[src/rtl/ipe_mregion_periph_if.sv]
// Peripheral bus bundle shared by the IPE region checker and its bus master.
interface ipe_mregion_periph_if;
    logic [13:0] per_addr;
    logic [15:0] per_din;
    logic        per_en;
    logic [1:0]  per_we;
    logic [15:0] per_dout;

    modport master (output per_addr, per_din, per_en, per_we, input per_dout);
    modport slave  (input per_addr, per_din, per_en, per_we, output per_dout);
endinterface

[src/rtl/ipe_mregion_periph.sv]
// Multi-region IP encapsulation checker: per-region enable/lock/segment bounds,
// entry-point enforcement on fetch, EU/DMA/debug access checks and a sticky STATUS.
module ipe_mregion_periph #(
    parameter int          NUM_REGIONS  = 4,
    parameter logic [14:0] BASE_ADDR    = 15'h0580,
    parameter int          DEC_WD       = 6,
    parameter int          GRAN_SHIFT   = 4,
    parameter int          ENTRY_OFFSET = 8
) (
    input  logic                 mclk,
    input  logic                 puc_rst_n,
    ipe_mregion_periph_if.slave  per,
    input  logic [15:0]          fe_pc,
    input  logic [15:0]          fe_pc_nxt,
    input  logic                 fe_decode,
    input  logic [15:0]          eu_mab,
    input  logic [15:0]          dma_addr,
    input  logic [15:0]          dbg_mem_addr,
    input  logic                 nmi_acc,
    output logic                 ipe_fe_violation,
    output logic                 ipe_eu_violation,
    output logic                 ipe_dma_violation,
    output logic                 ipe_dbg_violation,
    output logic                 ipe_executing,
    output logic [2:0]           ipe_region_id
);

    localparam int WW = DEC_WD - 1;
    localparam logic [WW-1:0] STAT_WOFF = WW'(4 * NUM_REGIONS);

    function automatic logic in_rgn(input logic [15:0] a, input logic en,
                                    input logic [12:0] b1, input logic [12:0] b2);
        logic [15:0] seg;
        seg = a >> GRAN_SHIFT;
        return en && (seg >= {3'b000, b1}) && (seg < {3'b000, b2});
    endfunction

    function automatic logic [15:0] entry_of(input logic [12:0] b1);
        return ({3'b000, b1} << GRAN_SHIFT) + 16'(ENTRY_OFFSET);
    endfunction

    logic [1:0]  ctl_q   [NUM_REGIONS];
    logic [1:0]  ctl_d   [NUM_REGIONS];
    logic [12:0] segb1_q [NUM_REGIONS];
    logic [12:0] segb1_d [NUM_REGIONS];
    logic [12:0] segb2_q [NUM_REGIONS];
    logic [12:0] segb2_d [NUM_REGIONS];
    logic [15:0] buff_pc_q, buff_pc_d;
    logic        fe_lat_q, fe_lat_d;
    logic        st_valid_q, st_valid_d;
    logic [3:0]  st_type_q, st_type_d;
    logic [2:0]  st_rgn_q, st_rgn_d;

    logic          reg_sel, reg_wr, reg_rd;
    logic [WW-1:0] woff;
    logic [15:0]   rdata;
    logic          unused_din;

    assign reg_sel    = per.per_en && (per.per_addr[13:WW] == BASE_ADDR[14:DEC_WD]);
    assign reg_wr     = reg_sel && (per.per_we != 2'b00);
    assign reg_rd     = reg_sel && (per.per_we == 2'b00);
    assign woff       = per.per_addr[WW-1:0];
    assign unused_din = ^per.per_din[14:13];

    logic       exec_hit, eu_hit, dma_hit, dbg_hit, fe_cand, eu_viol;
    logic [2:0] exec_id, eu_id, dma_id, dbg_id, fe_id;

    // Descending scan so the lowest matching index is the one left standing.
    always_comb begin
        exec_hit = 1'b0; exec_id = 3'd7;
        eu_hit   = 1'b0; eu_id   = 3'd0;
        dma_hit  = 1'b0; dma_id  = 3'd0;
        dbg_hit  = 1'b0; dbg_id  = 3'd0;
        fe_cand  = 1'b0; fe_id   = 3'd0;
        for (int r = NUM_REGIONS - 1; r >= 0; r--) begin
            if (in_rgn(buff_pc_q, ctl_q[r][0], segb1_q[r], segb2_q[r])) begin
                exec_hit = 1'b1; exec_id = 3'(r);
            end
            if (in_rgn(eu_mab, ctl_q[r][0], segb1_q[r], segb2_q[r])) begin
                eu_hit = 1'b1; eu_id = 3'(r);
            end
            if (in_rgn(dma_addr, ctl_q[r][0], segb1_q[r], segb2_q[r])) begin
                dma_hit = 1'b1; dma_id = 3'(r);
            end
            if (in_rgn(dbg_mem_addr, ctl_q[r][0], segb1_q[r], segb2_q[r])) begin
                dbg_hit = 1'b1; dbg_id = 3'(r);
            end
            if (in_rgn(fe_pc_nxt, ctl_q[r][0], segb1_q[r], segb2_q[r]) &&
                !in_rgn(fe_pc, ctl_q[r][0], segb1_q[r], segb2_q[r]) &&
                (fe_pc_nxt != entry_of(segb1_q[r]))) begin
                fe_cand = 1'b1; fe_id = 3'(r);
            end
        end
    end

    assign eu_viol = eu_hit && (eu_id != exec_id);

    always_comb begin
        ctl_d      = ctl_q;
        segb1_d    = segb1_q;
        segb2_d    = segb2_q;
        buff_pc_d  = fe_decode ? fe_pc : buff_pc_q;
        fe_lat_d   = fe_cand | (fe_lat_q & ~nmi_acc);
        st_valid_d = st_valid_q;
        st_type_d  = st_type_q;
        st_rgn_d   = st_rgn_q;

        // A capture can only happen while valid is clear, so it naturally beats a clear.
        if (!st_valid_q && (fe_cand || eu_viol || dma_hit || dbg_hit)) begin
            st_valid_d = 1'b1;
            if (fe_cand) begin
                st_type_d = 4'b0001; st_rgn_d = fe_id;
            end else if (eu_viol) begin
                st_type_d = 4'b0010; st_rgn_d = eu_id;
            end else if (dma_hit) begin
                st_type_d = 4'b0100; st_rgn_d = dma_id;
            end else begin
                st_type_d = 4'b1000; st_rgn_d = dbg_id;
            end
        end else if (reg_wr && (woff == STAT_WOFF) && per.per_din[15]) begin
            st_valid_d = 1'b0;
        end

        for (int r = 0; r < NUM_REGIONS; r++) begin
            if (reg_wr && (woff[WW-1:2] == (WW-2)'(r)) && !ctl_q[r][1]) begin
                case (woff[1:0])
                    2'd0:    ctl_d[r]   = per.per_din[1:0];
                    2'd1:    segb1_d[r] = per.per_din[12:0];
                    2'd2:    segb2_d[r] = per.per_din[12:0];
                    default: ;
                endcase
            end
        end
    end

    always_comb begin
        rdata = 16'h0000;
        if (reg_rd) begin
            if (woff == STAT_WOFF)
                rdata = {st_valid_q, 7'b0, st_type_q, 1'b0, st_rgn_q};
            for (int r = 0; r < NUM_REGIONS; r++) begin
                if (woff[WW-1:2] == (WW-2)'(r)) begin
                    case (woff[1:0])
                        2'd0:    rdata = {14'b0, ctl_q[r]};
                        2'd1:    rdata = {3'b0, segb1_q[r]};
                        2'd2:    rdata = {3'b0, segb2_q[r]};
                        default: rdata = 16'h0000;
                    endcase
                end
            end
        end
    end

    always_ff @(posedge mclk or negedge puc_rst_n) begin
        if (!puc_rst_n) begin
            for (int r = 0; r < NUM_REGIONS; r++) begin
                ctl_q[r]   <= '0;
                segb1_q[r] <= '0;
                segb2_q[r] <= '0;
            end
            buff_pc_q  <= '0;
            fe_lat_q   <= 1'b0;
            st_valid_q <= 1'b0;
            st_type_q  <= '0;
            st_rgn_q   <= '0;
        end else begin
            ctl_q      <= ctl_d;
            segb1_q    <= segb1_d;
            segb2_q    <= segb2_d;
            buff_pc_q  <= buff_pc_d;
            fe_lat_q   <= fe_lat_d;
            st_valid_q <= st_valid_d;
            st_type_q  <= st_type_d;
            st_rgn_q   <= st_rgn_d;
        end
    end

    assign per.per_dout        = rdata;
    assign ipe_fe_violation    = fe_lat_q & ~nmi_acc;
    assign ipe_eu_violation    = eu_viol;
    assign ipe_dma_violation   = dma_hit;
    assign ipe_dbg_violation   = dbg_hit;
    assign ipe_executing       = exec_hit;
    assign ipe_region_id       = exec_id;

endmodule

[src/flat_wrapper.sv]
// flat-port wrapper written by rule: the top's interface ports become plain ports
module ipe_mregion_periph_flat 
#(
    parameter int          NUM_REGIONS  = 4,
    parameter logic [14:0] BASE_ADDR    = 15'h0580,
    parameter int          DEC_WD       = 6,
    parameter int          GRAN_SHIFT   = 4,
    parameter int          ENTRY_OFFSET = 8
)
  (mclk, puc_rst_n, fe_pc, fe_pc_nxt, fe_decode, eu_mab, dma_addr, dbg_mem_addr, nmi_acc, ipe_fe_violation, ipe_eu_violation, ipe_dma_violation, ipe_dbg_violation, ipe_executing, ipe_region_id, per_per_addr, per_per_din, per_per_en, per_per_we, per_per_dout);
  ipe_mregion_periph_if per_i ();
  input  logic mclk;
  input  logic puc_rst_n;
  input  logic [15:0] fe_pc;
  input  logic [15:0] fe_pc_nxt;
  input  logic fe_decode;
  input  logic [15:0] eu_mab;
  input  logic [15:0] dma_addr;
  input  logic [15:0] dbg_mem_addr;
  input  logic nmi_acc;
  output logic ipe_fe_violation;
  output logic ipe_eu_violation;
  output logic ipe_dma_violation;
  output logic ipe_dbg_violation;
  output logic ipe_executing;
  output logic [2:0] ipe_region_id;
  input wire logic [$bits(per_i.per_addr)-1:0] per_per_addr;
  input wire logic [$bits(per_i.per_din)-1:0] per_per_din;
  input wire logic [$bits(per_i.per_en)-1:0] per_per_en;
  input wire logic [$bits(per_i.per_we)-1:0] per_per_we;
  output wire logic [$bits(per_i.per_dout)-1:0] per_per_dout;
  assign per_i.per_addr = per_per_addr;
  assign per_i.per_din = per_per_din;
  assign per_i.per_en = per_per_en;
  assign per_i.per_we = per_per_we;
  assign per_per_dout = per_i.per_dout;
  ipe_mregion_periph #(.NUM_REGIONS(NUM_REGIONS), .BASE_ADDR(BASE_ADDR), .DEC_WD(DEC_WD), .GRAN_SHIFT(GRAN_SHIFT), .ENTRY_OFFSET(ENTRY_OFFSET)) u_core (.mclk(mclk), .puc_rst_n(puc_rst_n), .per(per_i), .fe_pc(fe_pc), .fe_pc_nxt(fe_pc_nxt), .fe_decode(fe_decode), .eu_mab(eu_mab), .dma_addr(dma_addr), .dbg_mem_addr(dbg_mem_addr), .nmi_acc(nmi_acc), .ipe_fe_violation(ipe_fe_violation), .ipe_eu_violation(ipe_eu_violation), .ipe_dma_violation(ipe_dma_violation), .ipe_dbg_violation(ipe_dbg_violation), .ipe_executing(ipe_executing), .ipe_region_id(ipe_region_id));
endmodule
[config.mk]
export PLATFORM = sky130hd
export DESIGN_NAME = ipe_mregion_periph_flat
export DESIGN_NICKNAME = d
export VERILOG_FILES = /design/src/rtl/ipe_mregion_periph_if.sv /design/src/rtl/ipe_mregion_periph.sv /design/src/flat_wrapper.sv
export SDC_FILE = /design/constraint.sdc
export NUM_CORES = 1
export LEC_CHECK = 0
export BUFFER_PORTS_ARGS = -buffer_cell sky130_fd_sc_hd__buf_2
export CORE_UTILIZATION = 50
export CTS_CLUSTER_DIAMETER = 200
export DETAILED_ROUTE_END_ITERATION = 12
export PLACE_DENSITY = 0.65
export RECOVER_POWER = 50
export REMOVE_ABC_BUFFERS = 1
export SLEW_MARGIN = 5
export SYNTH_ARGS = -nofsm -noshare
export SYNTH_HDL_FRONTEND = slang
export SYNTH_SLANG_ARGS = --single-unit
[constraint.sdc]
create_clock -name mclk -period 4.3 [get_ports mclk]
set_input_delay 0.215 -clock mclk [delete_from_list [all_inputs] [get_ports mclk]]
set_output_delay 0.215 -clock mclk [all_outputs]
set_load 0.005 [all_outputs]
Word level (Yosys, flattened, before mapping). Cells that the tools add are included.

Register bits: 137. Input bits: 117. Output and inout port bits: 24. Logic and storage cells: 242.

Add/subtract/negate cells: 4. $lt $le $gt $ge: 48. Equal/unequal tests: 12. Mux-type cells: 58. Bitwise logic cells: 3. Reductions and logical operators: 100.

Operators by type and width (number): greater-or-equal comparator 12 x 13 -> 1 bit (24); < comparator 12 x 13 -> 1 bit (24); one-hot mux 13 bit (3 select lines) (4); two-way mux 16 bit (6); logical AND 1 bit (71); adder 16 x 4 -> 16 bit, second input constant (4); != test 16 bit (4); two-way mux 3 bit (19); AND reduction 2 bit (12); two-way mux 1 bit (22); two-way mux 4 bit (3); == test 9 x 5 -> 1 bit, second input constant (1); logical NOT 1 bit (9); two-way mux 2 bit (4); == test 3 x 2 -> 1 bit, second input constant (2); == test 5 bit, second input constant (1); logical NOT 2 bit (2); nonzero test 2 bit (2); == test 3 x 1 -> 1 bit, second input constant (1); logical NOT 3 bit (1); logical OR 1 bit (3); != test 3 bit (1); == test 2 x 1 -> 1 bit, second input constant (1); == test 2 bit, second input constant (1); 3 further kinds (3).

Longest topological paths before layout. Gate-level depths: netlist of the first run.

Depth in word-level cells: 15. Gate-level depth with buffers: 14.

Worst setup path after synthesis of the first run. No wires, ideal clock.

Path kind: flip-flop to flip-flop. Start: reg u_core.buff_pc_q[14]. End: reg u_core.st_rgn_q[1]. Library setup time: 0.125 ns. Arrival: 3.164 ns. Data required time: 4.175 ns. Path slack: 1.011 ns. Cell stages (with the launch flop): 13. Buffers on the path: 0. Cells stage by stage: dfrtp_1 > ha_1 > nand4b_1 > or4_1 > o221ai_1 > or4_1 > a21bo_4 > inv_2 > nor3_1 > nor3_4 > a31oi_4 > o41a_4 > mux2_4.

Elaborated cells between the ends (all ways): 28. Classes of those cells: order compare (8); eq/ne (1); mux (6); reduce/logical (13).

RTL lines: start, declared (RTL line ipe_mregion_periph.sv:48) `logic [15:0] buff_pc_q, buff_pc_d;`; start signal, assigned (RTL line ipe_mregion_periph.sv:170) `buff_pc_q <= buff_pc_d;`; greater-or-equal comparator 12 x 13 -> 1 bit (RTL line ipe_mregion_periph.sv:35) `return en && (seg >= {3'b000, b1}) && (seg < {3'b000, b2});`; logical AND 1 bit (2 in a row) (RTL line ipe_mregion_periph.sv:35); two-way mux 3 bit (2 in a row) (RTL line ipe_mregion_periph.sv:76) `if (in_rgn(buff_pc_q, ctl_q[r][0], segb1_q[r], segb2_q[r])) begin`; two-way mux 3 bit (*) (RTL line ipe_mregion_periph.sv:76); named net ipe_region_id[1] (RTL line flat_wrapper.sv:26) `output logic [2:0] ipe_region_id;`; != test 3 bit (*) (RTL line ipe_mregion_periph.sv:96) `assign eu_viol = eu_hit && (eu_id != exec_id);`; logical AND 1 bit (*) (RTL line ipe_mregion_periph.sv:96); named net ipe_eu_violation (RTL line flat_wrapper.sv:22) `output logic ipe_eu_violation;`; logical OR 1 bit (3 in a row) (RTL line ipe_mregion_periph.sv:109) `if (!st_valid_q && (fe_cand || eu_viol || dma_hit || dbg_hit)) begin`; logical AND 1 bit (RTL line ipe_mregion_periph.sv:109); end signal, assigned (RTL line ipe_mregion_periph.sv:174) `st_rgn_q <= st_rgn_d;`; end, declared (RTL line ipe_mregion_periph.sv:52) `logic [2:0] st_rgn_q, st_rgn_d;`.

The timed path passes the listed nets; every way through them passes the cells marked *. A chain may end at the register's enable or synchronous reset.

Final worst setup path of the first run.
Start: reg u_core.buff_pc_q[15]. End: out ipe_eu_violation.

Cells in the longest elaborated chain, start to end: 9. Elaborated cells between the ends (all ways): 22. Classes of those cells: order compare (8); eq/ne (1); mux (4); reduce/logical (9).

Ends and longest elaborated chain (RTL line): greater-or-equal comparator 12 x 13 -> 1 bit (ipe_mregion_periph.sv:35); logical AND 1 bit (2 in a row) (ipe_mregion_periph.sv:35); two-way mux 3 bit (3 in a row) (ipe_mregion_periph.sv:76); two-way mux 3 bit (*) (ipe_mregion_periph.sv:76); != test 3 bit (*) (ipe_mregion_periph.sv:96); logical AND 1 bit (*) (ipe_mregion_periph.sv:96); end, declared (flat_wrapper.sv:22).

Every way passes the cells marked *; elsewhere a longest branch is shown, timed or not.

==> metrics, run 1 <==
clock power share 38.7%; CTS Hold Bufs 1; first-pass GRT wire length 110,000 um; drt drc 0; min Tclk post-route 4279 ps; CTS tree done; hold wc startpoint fe_pc[4]; post-synthesis register bit count 132; post-route ant nets 0; ys flop type dfrtp_1; Final Power 3853 uW; initial antenna violation count 0; starting density of the core 50.79%; total track usage 39.68%; routed via count 17,790; post-route insts no fill 2,603; combinational share of power 27.5%; worst hold path type in2reg; Mean Syn Cell Area 9.368 um2; netlist area before placement 18,550 um2; internal power 2553 uW; Flop pwr share 33.9%; final hold vios 0; Syn Inst Count 1,980; WP data required 4090 ps; Net Sw Frac 33.73%; leading cell types by count after synthesis ha_1, a21oi_1, dfrtp_1; Die Y 194.6 um; violated checks capacitance limit, slew limit; EDFF count, synth 0; H-Tree Depth 4; row count 70; startpoint types flip-flop; Starting DRT DRC Count 1,563; clock transition at the registers of the reported paths 70 ps; final layout net count 2,790; critical path class reg2out; TritonRoute pass-1 iters 5; Worst Skew 11.11 ps; post-synth top area cell ha_1; top cell type's share of synthesized area 37.23%; Die Width 194.6 um; gpl congestion 1.074; Resized Gates After CTS 0; Post-Route WL 75,290 um; Switch Pwr 1300 uW; Fillers 3,299; # Post-CTS Setup Buffers 0; Leak 0.009496 uW; Max Clock Freq 233.7 MHz; cts bufs inserted 17; final cycle utilization of the critical path 99.51%; pwr dens 187.9 nW/um2; Final TNS setup 0 ps; count of pins over their slew limit 123; Worst-Skew Late Latency 450 ps; Relative slew margins -80.52%; CTS Root Cell clkbuf_16; Post-synth ARST share 100.0%; worst path arrival time 4060 ps; unrepaired setup endpoints after global routing false; Worst Setup End Kind output pin; grt ovf 0; transition time of the tightest slew-check pin 2708 ps; max_cap viols 2; Final Util 56.13%; Core Area 36,520 um2; Ys Warns 0; reg2reg start u_core.buff_pc_q[15]; hpwl dp 59,530 um; synth unique cells 75; Die ar. 37,870 um2; Setup-failing EPs final 0; most common cell in the netlist ha_1; CTS max path bufs 2; P&R area growth vs syn 10.52%; Worst Setup SP u_core.buff_pc_q[15]; crit-path max FO 9; register area share after synthesis 17.81%; IO Port Bufs 120; number of global-route vias before repair 17,480; Top Ports 141; routed len/inst 28.92 um; status complete, but fails checks; share of cells above drive strength 1 15.89%; clock sink count 132; largest net degree at the start of global routing 97; DP Cell Count 2,569; Synth area leaders ha_1, dfrtp_1, mux2_2, a21oi_1, a21o_1; final hold slack 97.43 ps; VDD IR-drop max 0.2867 mV; Vias per Instance 6.834
-- worst paths after layout --
path	to	slack (ps)	cells after the start
max in group asynchronous	u_core.segb1_q[12]	980	3
worst min register to register	u_core.ctl_q[5]	500	1
worst max-delay path	ipe_eu_violation	20	9
min in group asynchronous	u_core.buff_pc_q[5]	1180	2
worst min-delay path	u_core.buff_pc_q[4]	100	3
worst max register to register	u_core.st_rgn_q[1]	180	10
-- metrics by stage --
stage / worst slack (ps) / area [um2]
floorplan: 974.5 / 18390
global placement: 412.8 / 19910
detailed placement: 403.9 / 19910
CTS: 270.9 / 20510
global route: 73.24 / 20500
finish: 21.01 / 20500
-- power groups by stage --
| stage | sequential [uW] | clock (uW) | combinational (uW) |
|---|---|---|---|
| 2_1_floorplan | 1310 | 0 | 604 |
| 4_1_cts | 1300 | 1500 | 1040 |
| 6_report | 1300 | 1490 | 1060 |
| 3_3_place_gp | 1330 | 0 | 985 |
| 3_5_place_dp | 1320 | 0 | 1030 |
| 5_1_grt | 1310 | 1550 | 1190 |
-- layout by cell type, fill, tap and decap left out, types with 33 or more instances in the layout --
| cell type | synthesis | final |
|---|---|---|
| o21ai_0 | 88 | 88 |
| nand2b_1 | 34 | 34 |
| a21o_1 | 109 | 109 |
| a21oi_1 | 198 | 198 |
| nand2_1 | 72 | 72 |
| nand3_1 | 33 | 33 |
| inv_1 | 107 | 107 |
| mux2_2 | 120 | 120 |
| a211oi_1 | 40 | 40 |
| dfrtp_1 | 132 | 132 |
| buf_4 | 2 | 41 |
| ha_1 | 552 | 552 |
| nor2_1 | 83 | 83 |
| buf_2 | 0 | 117 |
-- kinds of logic after synthesis --
logic type	Yosys count	share of synthesized area (%)
compound gates	619	22.19
mux	131	7.906
simple gates	395	11.77
fa+ha+maj	552	37.23
buf+inv	150	3.076
flops	132	17.81
other cells	1	0.02022
-- worst max-delay path, stage by stage, from the launching register on --
cell	delay, ps
dfrtp_1	530
ha_1	380
nand4b_1	310
nor4_1	400
a211oi_1	200
and2_1	220
o21ai_0	720
nand3_1	350
a31oi_4	350
buf_2	170
-- area by class of cell --
class | instances | area, um2 | share of cell area, %
multi-input cells | 1699 | 14690 | 71.68
clock buffers | 22 | 494.2 | 2.411
flip-flops and latches | 132 | 3303 | 16.11
inverters | 108 | 405.4 | 1.977
clock inverters | 10 | 95.09 | 0.4638
diodes | 1 | 2.502 | 0.01221
repair buffers | 163 | 920.9 | 4.492
well taps | 468 | 585.6 | 2.856
-- routing by layer --
metal | GRT usage (%) | wire (um) | vias to the layer above
li1 | - | - | 7971
met1 | 52.07 | 31960 | 8779
met2 | 61.98 | 32990 | 847
met3 | 5.639 | 5595 | 193
met4 | 23.46 | 4744 | 0
met5 | 0 | 0 | -
-- state kept, by name (all words and copies together) (netlist names) --
register           count
u_core.buff_pc_q      12
u_core.ctl_q           8
u_core.fe_lat_q        1
u_core.segb1_q        52
u_core.segb2_q        52
u_core.st_rgn_q        2
u_core.st_type_q       4
u_core.st_valid_q      1
No activity file was read; power rests on OpenSTA's default activity.
==> run 2: changes to the inputs <==
PLACE_DENSITY = 0.76   (was 0.65)
==> metrics, run 2 (synthesis results as in run 1) <==
clock transition at the registers of the reported paths 60 ps; grt met1 use 49.48%; drt drc 0; grt ovf 0; final layout net count 2,794; Top Ports 141; status complete, but fails checks; TritonRoute pass-1 iters 5; Leak 0.009500 uW; clock power share 37.5%; WP data required 4620 ps; reg2reg start u_core.segb1_q[18]; routed via count 18,030; Relative slew margins -53.91%; pwr dens 184.2 nW/um2; Die ar. 37,870 um2; initial antenna violation count 2; P&R area growth vs syn 10.51%; post-route ant nets 0; Final TNS setup 0 ps; worst path arrival time 4340 ps; final cycle utilization of the critical path 93.54%; met2 Use GR 60.00%; routed len/inst 27.98 um; gpl congestion 1.063; violated checks capacitance limit, slew limit; worst hold path type in2reg; hpwl dp 58,170 um; combinational share of power 28.0%; hold wc startpoint fe_pc[4]; Worst Setup End Kind flip-flop; transition time of the tightest slew-check pin 2309 ps; GRT busiest layer met2; Worst Skew 12.67 ps; count of pins over their slew limit 118; Storage cell area 3303 um2; Setup WS post-layout 277.7 ps; flop2flop setup slack 280 ps; Max Clock Freq 248.6 MHz; DP Cell Count 2,573; Setup-failing EPs final 0; Core Area 36,520 um2; crit-path max FO 7; total track usage 38.34%; Die Width 194.6 um; Fillers 3,250; Switch Pwr 1262 uW; starting density of the core 50.79%; cts bufs inserted 17; post-route insts no fill 2,607; Worst Setup SP u_core.segb1_q[18]; crit-path cells inv_1 -> ha_1 -> a21o_1 -> a21o_1 -> a211o_1 -> a211oi_1 -> o22ai_1 -> nand3_1 -> and2_1 -> or3b_1 -> o41a_4 -> mux2_4; critical path class reg2reg; share of cells above drive strength 1 15.91%; met3 Use GR 5.865%; Resized Gates After CTS 0; CTS Root Cell clkbuf_16; max_cap viols 2; min Tclk post-route 4022 ps; H-Tree Depth 4; unrepaired setup endpoints after global routing false; internal power 2513 uW; most frequent cells in the layout ha_1, a21oi_1, dfrtp_1; startpoint types flip-flop; Vias per Instance 6.914; Flop pwr share 34.5%; Post-Route WL 72,930 um; Worst-Skew Late Latency 450 ps; VDD IR-drop max 0.2852 mV; Die Y 194.6 um; clock sink count 132; CTS max path bufs 2; IO Port Bufs 120; most common cell after layout, fill and taps aside ha_1; Net Sw Frac 33.42%; number of global-route vias before repair 17,610; Critical path buffers and inverters 1; row count 70; CP max-delay cell o41a_4; Most common cell on crit path a21o_1; first-pass GRT wire length 107,400 um; largest net degree at the start of global routing 92; Worst path max stage delay 580 ps; Starting DRT DRC Count 2,012; Top Family by Delay on Critical Path compound AO/OA/AOI/OAI gates; final hold vios 0; pre-CTS setup slack 426.8 ps; biggest regs u_core.segb1_q x52, u_core.segb2_q x52, u_core.buff_pc_q x12; CTS tree done; Multi-input gate area 14,690 um2
[run 2: final timing paths]
kind                                             to  cells past startpoint
max in group asynchronous         u_core.segb1_q[2]                      3
worst max-delay path             u_core.st_rgn_q[1]                     12
min in group asynchronous        u_core.segb1_q[20]                      2
worst min-delay path            u_core.buff_pc_q[4]                      3
worst max register to register   u_core.st_rgn_q[1]                     12
worst min register to register      u_core.ctl_q[3]                      1
[run 2: per-stage QoR]
step | util [%] | cell area (um2) | power [uW] | hold slack (ps)
6_report | 56.13 | 20500 | 3775 | 85.15
5_1_grt | 56.11 | 20490 | 3953 | 110.8
4_1_cts | 56.14 | 20500 | 3762 | 65.76
3_5_place_dp | 54.60 | 19940 | 2350 | 353.5
3_3_place_gp | 54.60 | 19940 | 2292 | 354.1
2_1_floorplan | - | 18390 | 1911 | -80.59
[run 2: power by group through the flow]
stage	registers (uW)	clock network (uW)	logic (uW)
after detailed placement	1320	0	1030
after CTS	1300	1420	1040
after global routing	1300	1470	1180
final	1300	1420	1060
after floorplan	1310	0	604
after global placement	1320	0	970
[run 2: layout make-up]
cell class | count | area share [%]
diodes | 2 | 0.02442
clock buffers | 22 | 2.313
clock inverters | 9 | 0.3906
inverters | 108 | 1.978
multi-input cells | 1699 | 71.68
flip-flops and latches | 132 | 16.11
well taps | 468 | 2.857
repair buffers | 167 | 4.639
[run 2: metal layers]
metal	vias to the layer above	share of wire, %
met5	-	0.018
met4	2	6.6
met3	232	8.6
met2	1044	44
met1	8761	41
li1	7987	-
[run 2: worst min-delay path, cell delays in order]
cell and delay (ps):
buf_2 160, nand2_1 60, o21ai_0 70
[run 2: what timing repair did]
action                    in CTS  in global routing
hold buffers                   1                  0
buffers inserted               0                  0
hold endpoints to repair      90                  0
==> run 3: changes to the inputs <==
PLACE_DENSITY = 0.77   (was 0.76)
clock period = 3.8 ns   (was 4.3 ns; I/O delays follow)
==> metrics, run 3 (synthesis results as in run 1) <==
routed via count 18,220; WP data required 3610 ps; Worst Skew 17.62 ps; drt drc 0; initial antenna violation count 3; pre-CTS setup slack 178.2 ps; post-route insts no fill 2,676; CTS max path bufs 2; worst path arrival time 3600 ps; number of global-route vias before repair 17,970; clock sink count 132; total track usage 39.56%; Max Clock Freq 263.9 MHz; H-Tree Depth 4; Setup WS post-layout 10.84 ps; row count 70; crit-path max FO 5; biggest regs u_core.segb1_q x52, u_core.segb2_q x52, u_core.buff_pc_q x12; status finished clean; post-route ant nets 0; count of pins over their slew limit 0; diodes inserted 0; final layout net count 2,864; Top Ports 141; final hold vios 0; Die ar. 37,870 um2; Die Width 194.6 um; P&R area growth vs syn 13.96%; critical path class reg2out; grt ovf 0; first-pass GRT wire length 110,100 um; CTS tree done; final hold slack 89.72 ps; Worst-Skew Late Latency 450 ps; max_cap viols 0; Core Area 36,520 um2; CTS Root Cell clkbuf_16; most frequent cells in the layout ha_1, a21oi_1, dfrtp_1; final cycle utilization of the critical path 99.71%; clock transition at the registers of the reported paths 60 ps; min Tclk post-route 3789 ps; Die Y 194.6 um; TritonRoute pass-1 iters 6; DP Cell Count 2,636; VDD IR-drop max 0.3131 mV; startpoint types flip-flop; Post-Route WL 75,220 um; hold depth 2; transition time of the tightest slew-check pin 1068 ps; Leak 0.009845 uW; Setup-failing EPs final 0; largest net degree at the start of global routing 84; Final TNS setup 0 ps; pwr dens 208.4 nW/um2; IO Port Bufs 120; worst hold path type in2reg; Relative slew margins 28.60%; routed len/inst 28.11 um; unrepaired setup endpoints after global routing true; gpl congestion 1.075; Starting DRT DRC Count 1,764; Vias per Instance 6.809; cts bufs inserted 17; most common cell after layout, fill and taps aside ha_1; worst-case reg-to-reg path depth 13; share of cells above drive strength 1 19.25%; Worst Setup End Kind output pin; hpwl dp 60,690 um; starting density of the core 50.79%
[run 3: cell types whose count changed in the layout (fill, tap and decap cells not counted), moves of 3 or more]
cell	previous run	this run
buf_4	45	114
clkbuf_8	3	0
clkinv_2	5	0
clkinvlp_4	1	8
inv_1	107	101
inv_2	1	4
inv_6	0	4
[run 3: stage by stage]
stage | area, um2 | total power [uW] | util [%]
after floorplan | 18390 | 2163 | -
after global placement | 20430 | 2651 | 55.93
after detailed placement | 20430 | 2704 | 55.93
after CTS | 21020 | 4385 | 57.55
after global routing | 21140 | 4609 | 57.88
final | 21140 | 4406 | 57.88
[run 3: layout make-up]
cell class | count | area [um2]
Tap cell | 468 | 585.6
Timing Repair Buffer | 237 | 1513
Multi-Input combinational cell | 1699 | 14730
Fill cell | 3216 | 15380
Sequential cell | 132 | 3306
Inverter | 108 | 416.7
Clock inverter | 13 | 150.1
Clock buffer | 19 | 432.9
[run 3: power by group]
| group | total (uW) | leakage (uW) | switching [uW] | internal, uW |
|---|---|---|---|---|
| registers | 1460 | 0.00180 | 34.0 | 1420 |
| clock network | 1690 | 0.000267 | 711 | 975 |
| logic | 1260 | 0.00778 | 755 | 507 |
[run 3: path summary, 6_finish.rpt]
| path | start | endpoint | slack, ps |
|---|---|---|---|
| worst max-delay path | u_core.segb1_q[39] | ipe_dbg_violation | 10 |
| worst min-delay path | per_per_din[2] | u_core.segb1_q[15] | 90 |
| worst max register to register | u_core.segb1_q[39] | u_core.st_rgn_q[0] | 80 |
| worst min register to register | u_core.ctl_q[7] | u_core.ctl_q[7] | 500 |
| max in group asynchronous | puc_rst_n | u_core.segb2_q[4] | 2460 |
| min in group asynchronous | puc_rst_n | u_core.segb2_q[11] | 420 |
[run 3: per-layer routing]
metal | wire length (um) | part of all wire, % | GRT usage, % | vias to the layer above
met3 | 7076 | 9.4 | 7.618 | 230
met1 | 30470 | 41 | 50.26 | 8881
met4 | 4884 | 6.5 | 24.04 | 4
met5 | 27 | 0.036 | 0 | -
li1 | - | - | - | 8133
met2 | 32760 | 44 | 61.99 | 972
[run 3: critical path: stages, from the launching register on]
cell,delay (ps)
dfrtp_1,450
buf_4,200
ha_1,280
nand2b_1,90
a21o_1,110
a21oi_1,80
o21ai_0,490
o211ai_1,190
a211oi_1,640
a21oi_1,170
nand2_1,280
buf_2,190
[run 3: timing repair]
action                                 4_1_cts  5_1_grt
endpoints found under the hold margin       81        0
setup endpoints to repair                    0        4
hold buffers                                 1        0
buffers inserted                             0        7
resized for setup                            0       17
